<file path="src/rtl/vga_rect_fill_writer_if.sv">
// Command and frame-RAM write-port bundle for the rectangle fill writer.
// The master side (MiniAlu datapath) issues commands and observes the write port;
// the slave side (fill writer) accepts commands and drives the write port.
interface vga_rect_fill_writer_if #(
    parameter int DATA_WIDTH = 3,
    parameter int ADD_WIDTH  = 8
);
    logic                  iCmdValid;
    logic                  oCmdReady;
    logic                  iClear;
    logic [ADD_WIDTH-1:0]  iRow;
    logic [ADD_WIDTH-1:0]  iCol;
    logic [ADD_WIDTH-1:0]  iWidth;
    logic [ADD_WIDTH-1:0]  iHeight;
    logic [DATA_WIDTH-1:0] iColor;
    logic                  oWriteEnable;
    logic [ADD_WIDTH-1:0]  oWriteRow;
    logic [ADD_WIDTH-1:0]  oWriteCol;
    logic [DATA_WIDTH-1:0] oRGB;
    logic                  oBusy;
    logic                  oDone;

    modport master (
        output iCmdValid, iClear, iRow, iCol, iWidth, iHeight, iColor,
        input  oCmdReady, oWriteEnable, oWriteRow, oWriteCol, oRGB, oBusy, oDone
    );

    modport slave (
        input  iCmdValid, iClear, iRow, iCol, iWidth, iHeight, iColor,
        output oCmdReady, oWriteEnable, oWriteRow, oWriteCol, oRGB, oBusy, oDone
    );
endinterface

</file>
<file path="src/rtl/vga_rect_fill_writer.sv">
// Write-side engine for the dual-port VGA frame RAM: accepts one rectangle-fill
// or full-frame-clear command, then writes one clipped pixel per clock, row-major.
module vga_rect_fill_writer #(
    parameter int DATA_WIDTH = 3,
    parameter int ADD_WIDTH  = 8,
    parameter int ROW_LIMIT  = 255,
    parameter int COL_LIMIT  = 255
) (
    input  logic                    Clock,
    input  logic                    Reset,
    vga_rect_fill_writer_if.slave   bus
);
    typedef enum logic [1:0] {
        IDLE = 2'd0,
        FILL = 2'd1,
        DONE = 2'd2
    } state_t;

    // Limits in ADD_WIDTH+1 bits so that row+height-1 never wraps before clipping
    localparam logic [ADD_WIDTH:0]   ROW_LIM = (ADD_WIDTH+1)'(ROW_LIMIT);
    localparam logic [ADD_WIDTH:0]   COL_LIM = (ADD_WIDTH+1)'(COL_LIMIT);
    localparam logic [ADD_WIDTH-1:0] ROW_END = ADD_WIDTH'(ROW_LIMIT);
    localparam logic [ADD_WIDTH-1:0] COL_END = ADD_WIDTH'(COL_LIMIT);
    localparam logic [ADD_WIDTH:0]   ONE     = (ADD_WIDTH+1)'(1);

    state_t                state_q, state_d;
    logic                  we_q, we_d;
    logic [ADD_WIDTH-1:0]  row_q, row_d;
    logic [ADD_WIDTH-1:0]  col_q, col_d;
    logic [DATA_WIDTH-1:0] rgb_q, rgb_d;
    logic                  busy_q, busy_d;
    logic                  done_q, done_d;
    logic [ADD_WIDTH-1:0]  start_col_q, start_col_d;
    logic [ADD_WIDTH-1:0]  r_end_q, r_end_d;
    logic [ADD_WIDTH-1:0]  c_end_q, c_end_d;

    logic [ADD_WIDTH:0]    row_sum;
    logic [ADD_WIDTH:0]    col_sum;
    logic [ADD_WIDTH-1:0]  row_clip;
    logic [ADD_WIDTH-1:0]  col_clip;
    logic                  cmd_empty;

    // Clipped inclusive end bounds and emptiness of the presented command
    always_comb begin
        row_sum   = {1'b0, bus.iRow} + {1'b0, bus.iHeight} - ONE;
        col_sum   = {1'b0, bus.iCol} + {1'b0, bus.iWidth} - ONE;
        row_clip  = (row_sum > ROW_LIM) ? ROW_END : row_sum[ADD_WIDTH-1:0];
        col_clip  = (col_sum > COL_LIM) ? COL_END : col_sum[ADD_WIDTH-1:0];
        cmd_empty = (bus.iWidth == '0) || (bus.iHeight == '0) ||
                    ({1'b0, bus.iRow} > ROW_LIM) || ({1'b0, bus.iCol} > COL_LIM);
    end

    // Next-state and next-output logic; the output registers double as the pixel cursor
    always_comb begin
        state_d     = state_q;
        we_d        = we_q;
        row_d       = row_q;
        col_d       = col_q;
        rgb_d       = rgb_q;
        busy_d      = busy_q;
        done_d      = 1'b0;
        start_col_d = start_col_q;
        r_end_d     = r_end_q;
        c_end_d     = c_end_q;
        case (state_q)
            IDLE: begin
                if (bus.iCmdValid) begin
                    busy_d = 1'b1;
                    if (bus.iClear) begin
                        start_col_d = '0;
                        r_end_d     = ROW_END;
                        c_end_d     = COL_END;
                        row_d       = '0;
                        col_d       = '0;
                        rgb_d       = bus.iColor;
                        we_d        = 1'b1;
                        state_d     = FILL;
                    end else if (cmd_empty) begin
                        done_d  = 1'b1;
                        state_d = DONE;
                    end else begin
                        start_col_d = bus.iCol;
                        r_end_d     = row_clip;
                        c_end_d     = col_clip;
                        row_d       = bus.iRow;
                        col_d       = bus.iCol;
                        rgb_d       = bus.iColor;
                        we_d        = 1'b1;
                        state_d     = FILL;
                    end
                end
            end
            FILL: begin
                if ((row_q == r_end_q) && (col_q == c_end_q)) begin
                    we_d    = 1'b0;
                    done_d  = 1'b1;
                    state_d = DONE;
                end else if (col_q == c_end_q) begin
                    col_d = start_col_q;
                    row_d = row_q + 1'b1;
                end else begin
                    col_d = col_q + 1'b1;
                end
            end
            DONE: begin
                busy_d  = 1'b0;
                state_d = IDLE;
            end
            default: begin
                we_d    = 1'b0;
                busy_d  = 1'b0;
                state_d = IDLE;
            end
        endcase
    end

    // State and output registers with asynchronous abort
    always_ff @(posedge Clock or posedge Reset) begin
        if (Reset) begin
            state_q     <= IDLE;
            we_q        <= 1'b0;
            row_q       <= '0;
            col_q       <= '0;
            rgb_q       <= '0;
            busy_q      <= 1'b0;
            done_q      <= 1'b0;
            start_col_q <= '0;
            r_end_q     <= '0;
            c_end_q     <= '0;
        end else begin
            state_q     <= state_d;
            we_q        <= we_d;
            row_q       <= row_d;
            col_q       <= col_d;
            rgb_q       <= rgb_d;
            busy_q      <= busy_d;
            done_q      <= done_d;
            start_col_q <= start_col_d;
            r_end_q     <= r_end_d;
            c_end_q     <= c_end_d;
        end
    end

    assign bus.oCmdReady    = (state_q == IDLE);
    assign bus.oWriteEnable = we_q;
    assign bus.oWriteRow    = row_q;
    assign bus.oWriteCol    = col_q;
    assign bus.oRGB         = rgb_q;
    assign bus.oBusy        = busy_q;
    assign bus.oDone        = done_q;
endmodule

</file>
<file path="src/flat_wrapper.sv">
// flat-port wrapper written by rule: the top's interface ports become plain ports
module vga_rect_fill_writer_flat 
#(
    parameter int DATA_WIDTH = 3,
    parameter int ADD_WIDTH  = 8,
    parameter int ROW_LIMIT  = 255,
    parameter int COL_LIMIT  = 255
)
  (Clock, Reset, bus_iCmdValid, bus_iClear, bus_iRow, bus_iCol, bus_iWidth, bus_iHeight, bus_iColor, bus_oCmdReady, bus_oWriteEnable, bus_oWriteRow, bus_oWriteCol, bus_oRGB, bus_oBusy, bus_oDone);
  vga_rect_fill_writer_if #(.DATA_WIDTH(DATA_WIDTH), .ADD_WIDTH(ADD_WIDTH)) bus_i ();
  input  logic Clock;
  input  logic Reset;
  input wire logic [$bits(bus_i.iCmdValid)-1:0] bus_iCmdValid;
  input wire logic [$bits(bus_i.iClear)-1:0] bus_iClear;
  input wire logic [$bits(bus_i.iRow)-1:0] bus_iRow;
  input wire logic [$bits(bus_i.iCol)-1:0] bus_iCol;
  input wire logic [$bits(bus_i.iWidth)-1:0] bus_iWidth;
  input wire logic [$bits(bus_i.iHeight)-1:0] bus_iHeight;
  input wire logic [$bits(bus_i.iColor)-1:0] bus_iColor;
  output wire logic [$bits(bus_i.oCmdReady)-1:0] bus_oCmdReady;
  output wire logic [$bits(bus_i.oWriteEnable)-1:0] bus_oWriteEnable;
  output wire logic [$bits(bus_i.oWriteRow)-1:0] bus_oWriteRow;
  output wire logic [$bits(bus_i.oWriteCol)-1:0] bus_oWriteCol;
  output wire logic [$bits(bus_i.oRGB)-1:0] bus_oRGB;
  output wire logic [$bits(bus_i.oBusy)-1:0] bus_oBusy;
  output wire logic [$bits(bus_i.oDone)-1:0] bus_oDone;
  assign bus_i.iCmdValid = bus_iCmdValid;
  assign bus_i.iClear = bus_iClear;
  assign bus_i.iRow = bus_iRow;
  assign bus_i.iCol = bus_iCol;
  assign bus_i.iWidth = bus_iWidth;
  assign bus_i.iHeight = bus_iHeight;
  assign bus_i.iColor = bus_iColor;
  assign bus_oCmdReady = bus_i.oCmdReady;
  assign bus_oWriteEnable = bus_i.oWriteEnable;
  assign bus_oWriteRow = bus_i.oWriteRow;
  assign bus_oWriteCol = bus_i.oWriteCol;
  assign bus_oRGB = bus_i.oRGB;
  assign bus_oBusy = bus_i.oBusy;
  assign bus_oDone = bus_i.oDone;
  vga_rect_fill_writer #(.DATA_WIDTH(DATA_WIDTH), .ADD_WIDTH(ADD_WIDTH), .ROW_LIMIT(ROW_LIMIT), .COL_LIMIT(COL_LIMIT)) u_core (.Clock(Clock), .Reset(Reset), .bus(bus_i));
endmodule
</file>
<file path="config.mk">
export PLATFORM = sky130hd
export DESIGN_NAME = vga_rect_fill_writer_flat
export DESIGN_NICKNAME = d
export VERILOG_FILES = /design/src/rtl/vga_rect_fill_writer_if.sv /design/src/rtl/vga_rect_fill_writer.sv /design/src/flat_wrapper.sv
export SDC_FILE = /design/constraint.sdc
export NUM_CORES = 1
export LEC_CHECK = 0
export CELL_PAD_IN_SITES_DETAIL_PLACEMENT = 0
export CELL_PAD_IN_SITES_GLOBAL_PLACEMENT = 2
export CORE_UTILIZATION = 32
export CTS_BUF_LIST = sky130_fd_sc_hd__clkbuf_8 sky130_fd_sc_hd__clkbuf_16
export CTS_CLUSTER_DIAMETER = 200
export CTS_CLUSTER_SIZE = 20
export DETAILED_ROUTE_END_ITERATION = 12
export PLACE_DENSITY_LB_ADDON = 0.2
export SLEW_MARGIN = 30
export SYNTH_ARGS = -nofsm -noshare
export SYNTH_HDL_FRONTEND = slang
export SYNTH_SLANG_ARGS = --single-unit
</file>
<file path="constraint.sdc">
create_clock -name Clock -period 2.7 [get_ports Clock]
set_input_delay 0.27 -clock Clock [delete_from_list [all_inputs] [get_ports Clock]]
set_output_delay 0.27 -clock Clock [all_outputs]
set_load 0.005 [all_outputs]
</file>
## After elaboration in Yosys (flattened, before gate mapping)

Index checks and enable logic that the tools add are counted.

| word-level totals | value |
|---|---|
| bits of input ports | 39 |
| flip-flop bits (word level) | 48 |
| output and inout bits | 23 |

| cells by class | value |
|---|---|
| $add $sub $neg | 6 |
| reduce and logical (&&, ||, !) cells | 12 |
| multiplexer cells | 37 |
| bitwise operators | 2 |
| $lt $le $gt $ge | 2 |
| eq/ne operators | 10 |

Operators with widths:

| operator | count |
|---|---|
| two-way mux 8 bit | 16 |
| one-hot mux 8 bit (2 select lines) | 2 |
| adder 8 x 8 -> 9 bit | 2 |
| greater-than comparator 9 x 8 -> 1 bit, second input constant | 2 |
| subtractor 9 x 1 -> 9 bit, second input constant | 2 |
| adder 8 x 1 -> 8 bit, second input constant | 2 |
| == test 8 bit | 2 |
| logical NOT 8 bit | 2 |
| two-way mux 1 bit | 9 |
| two-way mux 2 bit | 4 |
| AND reduction 4 bit | 2 |
| two-way mux 3 bit | 2 |
| != test 2 bit, second input constant | 3 |
| AND reduction 5 bit | 1 |
| != test 2 x 1 -> 1 bit, second input constant | 2 |
| one-hot mux 1 bit (2 select lines) | 2 |
| one-hot mux 2 bit (2 select lines) | 1 |
| AND reduction 2 bit | 2 |
| != test 3 bit, second input constant | 1 |
| one-hot mux 1 bit (3 select lines) | 1 |
| AND reduction 3 bit | 1 |
| == test 2 x 1 -> 1 bit, second input constant | 1 |
| == test 2 bit, second input constant | 1 |
| logical NOT 2 bit | 1 |
| 4 further kinds | 5 |

## Logic depth before layout (Yosys ltp)

| depth | value |
|---|---|
| word-level depth | 6 |
| depth in mapped cells | 11 |

## Worst setup path before layout

Ideal clock, no wire load.

| path | value |
|---|---|
| kind | in2reg |
| start | input port bus_iCol[2] |
| end | register u_core.c_end_q[2] |
| arrival time | 2.181 ns |
| buffers on the path | 1 |
| stages on the path | 11 |
| required time | 2.579 ns |
| setup time | 0.121 ns |
| slack | 0.398 ns |
| cells stage by stage | inv_1 > ha_1 > inv_1 > ha_1 > a21o_1 > a21oi_1 > o31ai_1 > xor2_1 > or3_1 > clkbuf_1 > o22a_1 |

| on the way | value |
|---|---|
| word-level cells in the longest chain between the ends | 6 |

RTL lines:

| item | RTL line | text |
|---|---|---|
| start, declared | flat_wrapper.sv:16 | `input wire logic [$bits(bus_i.iCol)-1:0] bus_iCol;` |
| adder 8 x 8 -> 9 bit (*) | vga_rect_fill_writer.sv:46 | `col_sum = {1'b0, bus.iCol} + {1'b0, bus.iWidth} - ONE;` |
| subtractor 9 x 1 -> 9 bit (*) | vga_rect_fill_writer.sv:46 |  |
| greater-than comparator 9 x 8 -> 1 bit | vga_rect_fill_writer.sv:48 | `col_clip = (col_sum > COL_LIM) ? COL_END : col_sum[ADD_WIDTH-1:0];` |
| two-way mux 8 bit (*) | vga_rect_fill_writer.sv:48 |  |
| two-way mux 8 bit (*) | vga_rect_fill_writer.sv:78 | `end else if (cmd_empty) begin` |
| two-way mux 8 bit (*) | vga_rect_fill_writer.sv:69 | `if (bus.iClear) begin` |
| end signal, assigned | vga_rect_fill_writer.sv:140 | `c_end_q <= c_end_d;` |
| end, declared | vga_rect_fill_writer.sv:35 | `logic [ADD_WIDTH-1:0] c_end_q, c_end_d;` |

Every way passes the cells marked *; elsewhere a longest branch is shown, timed or not. The select of a mux whose other input is x is not followed.
A chain may end at the register's enable or synchronous reset.

## Final worst setup path

Ends and elaborated chain as after synthesis.

==> flow_metrics.py <==
metrics = {
    "outcome": {
        "status": "finished, final reports clean",
    },
    "synthesis": {
        "yosysSeqAreaShare_pct": 34.9,
        "syn_inst": 391,
        "yosys.area.top_type_share_pct": 34.9,
        "synth_ff_type": "dfrtp_1",
        "yosys.area.top_type": "dfrtp_1",
        "synth.distinct_cells": 49,
        "yosys_warnings": 0,
        "syn_nets": 464,
        "synthTopCellsByArea": "dfrtp_1 (35%), ha_1 (12%), inv_1 (7.8%), xor2_1 (6.1%), o22a_1 (4.3%)",
        "synth_seq_cells": 48,
        "syn_area_sq_mm": 0.00344,
        "synth_edf_count": 0,
        "synthTopCellsByCount": "inv_1 (72), dfrtp_1 (48), nand2_1 (39), ha_1 (32), xor2_1 (24)",
        "synthArstFlopShare_pct": 100,
        "yosysMostFrequentCell": "inv_1",
        "synth_area_per_cell_sq_um": 8.81,
    },
    "finish": {
        "final_core_util_pct": 44.5,
        "final_nets": 564,
        "diodes": 0,
        "syn_to_final_growth_pct": 34.0,
        "drive_above_1_share_pct": 13.4,
        "final_area_sq_mm": 0.00462,
    },
    "die": {
        "die_x_um": 106,
        "die_h_um": 106,
        "initial_core_util_pct": 33.2,
        "core_sq_mm": 0.0104,
        "die_area_sq_mm": 0.0112,
        "ios": 62,
        "core.rowCount": 37,
    },
    "clocking": {
        "cts_buffers": 5,
        "clockRootBuffer": "clkbuf_8",
        "ctsResizeCount": 0,
        "h-tree-depth": 2,
        "cts.sinks": 48,
        "cts_hold_buf": 0,
        "cts_tree": "done",
        "clkLatencyLatePin_ps": 300,
        "cts_setup_buffers": 0,
        "clk_path_buf_depth": 2,
        "clk_pin_slew_ps": 90,
    },
    "timing": {
        "fin_crit_ps": 2500,
        "rsz0062_at_grt": "no",
        "setup_violations": 0,
        "max_clock_freq_ghz": 0.400,
        "hold_violations": 0,
        "slew_viol_final": 0,
        "relSlewSlack_pct": 65.9,
        "skew_ps": 5.38,
        "tightest_slew_ps": 506,
        "fin_crit_sh_pct": 92.5,
    },
    "setup_path": {
        "critical_path_class": "input port to flop",
        "cpPeakStageDelay_ps": 480,
        "crit_path_end_kind": "flop",
        "cp.required_ps": 2900,
        "r2r-start": "u_core.bus.oWriteCol[7]$_DFFE_PP0P_",
        "crit_chain": "clkdlybuf4s50_1 > inv_1 > ha_1 > inv_1 > ha_1 > a21o_1 > a21oi_2 > o31ai_1 > xor2_1 > or3_1 > o22a_1",
        "cp.arrival_ps": 2690,
        "r2r-end": "u_core.bus.oWriteCol[1]$_DFFE_PP0P_",
        "r2r_setup_slack_ps": 420,
        "crit_fanout": 8,
        "cp-start-kind": "input port",
        "crit_path_top_delay_cell": "clkdlybuf4s50_1",
        "rr_worst_depth": 7,
    },
    "global_route": {
        "grt_pass1_wl_mm": 15.6,
        "grt_pass1_vias": 3082,
        "grt_start_max_net_pins": 23,
        "grt_overflow": 0,
        "grt_antenna_before_repair": 0,
        "track_usage_pct": 17.8,
    },
    "route": {
        "num_vias": 2999,
        "via_per_inst": 4.78,
        "first_pass_iters": 4,
        "drc": 0,
        "drt-total-wl_mm": 9.21,
        "ant_nets": 0,
        "wl_per_cell_um": 14.7,
        "dr.first_iter.drc_count": 125,
    },
    "worst_hold_path": {
        "worstHoldPathType": "input port to asynchronous set/reset pin",
    },
    "place": {
        "gp_congestion": 0.827,
        "portBuffers": 61,
        "dpl_cell_area_sq_mm": 0.00450,
        "hpwl_mm": 7.38,
    },
    "power": {
        "p_leak_nw": 2.19,
        "cellPowerDensity_mw_per_mm2": 685,
        "peakVddDrop_v": 0.000313,
    },
    "flow_run": {
        "maxCapViolations": 0,
    },
}
## placed cells by master (no fill, tap or decap), types with 4 or more instances in the layout
| cell type | synthesis | final |
|---|---|---|
| a31oi_1 | 9 | 9 |
| nor2_1 | 17 | 17 |
| clkdlybuf4s50_1 | 0 | 61 |
| buf_4 | 0 | 45 |
| inv_1 | 72 | 71 |
| o211ai_1 | 5 | 5 |
| xnor2_1 | 9 | 9 |
| nand3_1 | 7 | 7 |
| nand2_1 | 39 | 39 |
| a21o_1 | 6 | 6 |
| or3_1 | 5 | 4 |
| o21ai_0 | 13 | 13 |
| clkbuf_8 | 0 | 5 |
| nor4_1 | 6 | 6 |
| o22ai_1 | 5 | 5 |
| dfrtp_1 | 48 | 48 |
| ha_1 | 32 | 32 |
| a21oi_1 | 12 | 11 |
| o31ai_1 | 7 | 7 |
| o22a_1 | 17 | 17 |
| xor2_1 | 24 | 24 |
## cell families (layout without fill, tap and decap cells)
family / Yosys count / count (layout) / share of synthesized area [%]
flip-flops: 48 / 48 / 34.9
XOR/XNOR: 33 / 33 / 8.39
multiplexers: 4 / 4 / 1.31
AO/OA/AOI/OAI: 95 / 95 / 19.8
AND/OR/NAND/NOR: 92 / 92 / 13.0
buffers and inverters: 85 / 186 / 9.81
adder cells (fa/ha/maj): 34 / 34 / 12.8
## worst max-delay path by stage
stage	startpoint	end	slack, ps	cells past startpoint
after detailed placement	bus_iRow[2]	u_core.r_end_q[0]$_DFFE_PP0P_	-230	11
after floorplan	bus_iCol[2]	u_core.c_end_q[2]$_DFFE_PP0P_	400	11
after global routing	bus_iRow[2]	u_core.r_end_q[4]$_DFFE_PP0P_	10	11
after CTS	bus_iRow[2]	u_core.r_end_q[0]$_DFFE_PP0P_	100	11
final	bus_iCol[2]	u_core.c_end_q[2]$_DFFE_PP0P_	200	11
after global placement	bus_iCol[2]	u_core.c_end_q[5]$_DFFE_PP0P_	-190	11
## power breakdown
group / switching [mW] / internal (mW)
clock network: 0.252 / 0.274
registers: 0.275 / 0.954
logic: 0.606 / 0.802
## per-layer routing
layer | GRT usage (%) | wire length (um) | vias to the layer above
met3 | 2.47 | 448 | 7
met2 | 27.4 | 3970 | 63
li1 | - | - | 1533
met5 | 0 | 0 | -
met1 | 26.1 | 4680 | 1396
met4 | 4.37 | 116 | 0
## worst max-delay path: cells and delay by family
kind            cells  cell delay, ps
fa+ha+maj           2             540
xor+xnor            1             140
compound gates      4             710
simple gates        1             440
buf+inv             3             600
## area by class of cell
type                            count  area (sq um)
Inverter                           72           270
Sequential cell                    48          1200
Clock buffer                        5          68.8
Timing Repair Buffer              106           948
Clock inverter                      3          42.5
Tap cell                          136           170
Multi-Input combinational cell    258          1910
Fill cell                        1076          5750
## flip-flops by register name, indices dropped and copies added (netlist names)
register,cells
u_core.bus.oBusy,1
u_core.bus.oDone,1
u_core.bus.oRGB,3
u_core.bus.oWriteCol,8
u_core.bus.oWriteEnable,1
u_core.bus.oWriteRow,8
u_core.c_end_q,8
u_core.r_end_q,8
u_core.start_col_q,8
u_core.state_q,2
## stage by stage
stage	hold WS [ps]	setup slack (ps)	std cells	power [mW]	setup TNS [ps]
floorplan	375	398	391	2.00	0
global placement	461	-187	620	2.63	-2930
detailed placement	465	-226	620	2.66	-3340
CTS	274	101	628	3.20	0
global route	285	10.2	628	3.44	0
finish	257	202	628	3.16	0
Power figures use the tool's default switching activity.
==> edit (same flow settings) <==
`DATA_WIDTH` is set to 3 in 3 places; all go to 6.
--- a/src/rtl/vga_rect_fill_writer_if.sv
+++ b/src/rtl/vga_rect_fill_writer_if.sv
@@ -2,7 +2,7 @@
 // The master side (MiniAlu datapath) issues commands and observes the write port;
 // the slave side (fill writer) accepts commands and drives the write port.
 interface vga_rect_fill_writer_if #(
-    parameter int DATA_WIDTH = 3,
+    parameter int DATA_WIDTH = 6,
     parameter int ADD_WIDTH  = 8
 );
     logic                  iCmdValid;
--- a/src/rtl/vga_rect_fill_writer.sv
+++ b/src/rtl/vga_rect_fill_writer.sv
@@ -1,7 +1,7 @@
 // Write-side engine for the dual-port VGA frame RAM: accepts one rectangle-fill
 // or full-frame-clear command, then writes one clipped pixel per clock, row-major.
 module vga_rect_fill_writer #(
-    parameter int DATA_WIDTH = 3,
+    parameter int DATA_WIDTH = 6,
     parameter int ADD_WIDTH  = 8,
     parameter int ROW_LIMIT  = 255,
     parameter int COL_LIMIT  = 255
--- a/src/flat_wrapper.sv
+++ b/src/flat_wrapper.sv
@@ -1,7 +1,7 @@
 // flat-port wrapper written by rule: the top's interface ports become plain ports
 module vga_rect_fill_writer_flat 
 #(
-    parameter int DATA_WIDTH = 3,
+    parameter int DATA_WIDTH = 6,
     parameter int ADD_WIDTH  = 8,
     parameter int ROW_LIMIT  = 255,
     parameter int COL_LIMIT  = 255
Interface: changed (resized bus_iColor and bus_oRGB); port bits go from 62 to 68. The function was not compared with the original's and may differ.
==> edit against the unedited design <==
Final area up 4.0%. Global-route usage down 1.4 points. Wire length fell by 1.9%. Sequential cell count grew 3. Synthesized area up 7.1%. Worst setup slack worse by 9.2 ps. Fmax fell by 0.37%. Critical endpoint is now u_core.c_end_q[1]$_DFFE_PP0P_. Power shrank 13%. Critical path type unchanged. Largest power group unchanged. Sequential power is 19% lower.
==> edit: results (changes against the unedited design) <==
.. list-table::
   :header-rows: 1

   * - Metric
     - Value
   * - Result of the run
     - complete, no violations
   * - Largest net degree at the start of global routing
     - 24 (+4.3%)
   * - Worst clock skew
     - 8.61 ps (+3.23 ps)
   * - Register-to-register path setup slack
     - 440 ps (+20 ps)
   * - Share of cell area taken by muxes after synthesis
     - 4.95% (+3.6 points)
   * - Biggest fanout along the worst timing path
     - 2 (-6)
   * - DP HPWL
     - 7.20 mm (-2.5%)
   * - Cell chosen for the clock root
     - clkbuf_16
   * - Worst IR drop on VDD
     - 0.276 mV (-12%)
   * - Non-filler cells, final
     - 634 (+0.96%)
   * - # nets final
     - 570 (+1.1%)
   * - Global-route met3 utilization
     - 1.90% (-0.58 points)
   * - Part of the Yosys area used for sequential elements
     - 34.6% (-0.27 points)
   * - Average vias per placed instance
     - 4.70 (-1.5%)
   * - Adder-Cell Fraction of Synth Area
     - 11.9% (-0.85 points)
   * - Met1 Usage GRT
     - 24.2% (-1.9 points)
   * - DRT iter0 DRCs
     - 82 (-34%)
   * - Post-Synthesis Cells
     - 406 (+3.8%)
   * - Proportion of layout cells with a drive suffix above 1
     - 11.7% (-1.7 points)
   * - Detailed-route wire length per cell
     - 14.3 µm (-2.8%)
   * - Worst hold slack
     - 325 ps (+67.8 ps)
   * - Clock insertion delay at the later pin of the skew report
     - 280 ps (-20 ps)
   * - Count of unique library cells instantiated by Yosys
     - 54 (+10%)
   * - Buffers on Ports
     - 67 (+9.8%)
   * - Via count of the first global-routing pass
     - 2945 (-4.4%)
   * - GRT met2 Usage
     - 25.7% (-1.6 points)
[edit: path summary, 6_finish.rpt]
| path | from | cells past startpoint | end |
|---|---|---|---|
| hold / removal | Reset | 2 | u_core.bus.oWriteCol[2]$_DFFE_PP0P_ |
| hold reg to reg | u_core.bus.oRGB[0]$_DFFE_PP0P_ | 2 | u_core.bus.oRGB[0]$_DFFE_PP0P_ |
| max in group asynchronous | Reset | 3 | u_core.bus.oRGB[2]$_DFFE_PP0P_ |
| setup reg to reg | u_core.bus.oWriteCol[2]$_DFFE_PP0P_ | 6 | u_core.bus.oWriteCol[5]$_DFFE_PP0P_ |
| setup / recovery | bus_iCol[2] | 11 | u_core.c_end_q[1]$_DFFE_PP0P_ |
| min in group Clock | u_core.bus.oRGB[0]$_DFFE_PP0P_ | 2 | u_core.bus.oRGB[0]$_DFFE_PP0P_ |
[edit: per-stage QoR]
stage | instance area [µm²] | setup WS (ps) | power (mW)
5_1_grt | 4800 | 19.8 | 2.95
3_5_place_dp | 4650 | -119 | 2.14
3_3_place_gp | 4640 | -92.4 | 2.14
4_1_cts | 4790 | 159 | 2.77
2_1_floorplan | 3690 | 555 | 1.70
6_report | 4800 | 193 | 2.74
[edit: timing repair]
item / in CTS / in global routing
resized for setup: 0 / 2
buffers inserted: 0 / 0
endpoints found under the setup margin: 0 / 7
endpoints found under the hold margin: 0 / 0
[edit: layout make-up]
cell class,instances,area [µm²]
Fill cell,1118,6230
Sequential cell,51,1280
Inverter,70,263
Tap cell,140,175
Clock inverter,1,5.00
Timing Repair Buffer,94,873
Multi-Input combinational cell,272,2070
Clock buffer,6,139
[edit: power by group]
group,internal (mW),switching (mW)
Clock,0.362,0.260
Combinational,0.653,0.470
Sequential,0.843,0.153
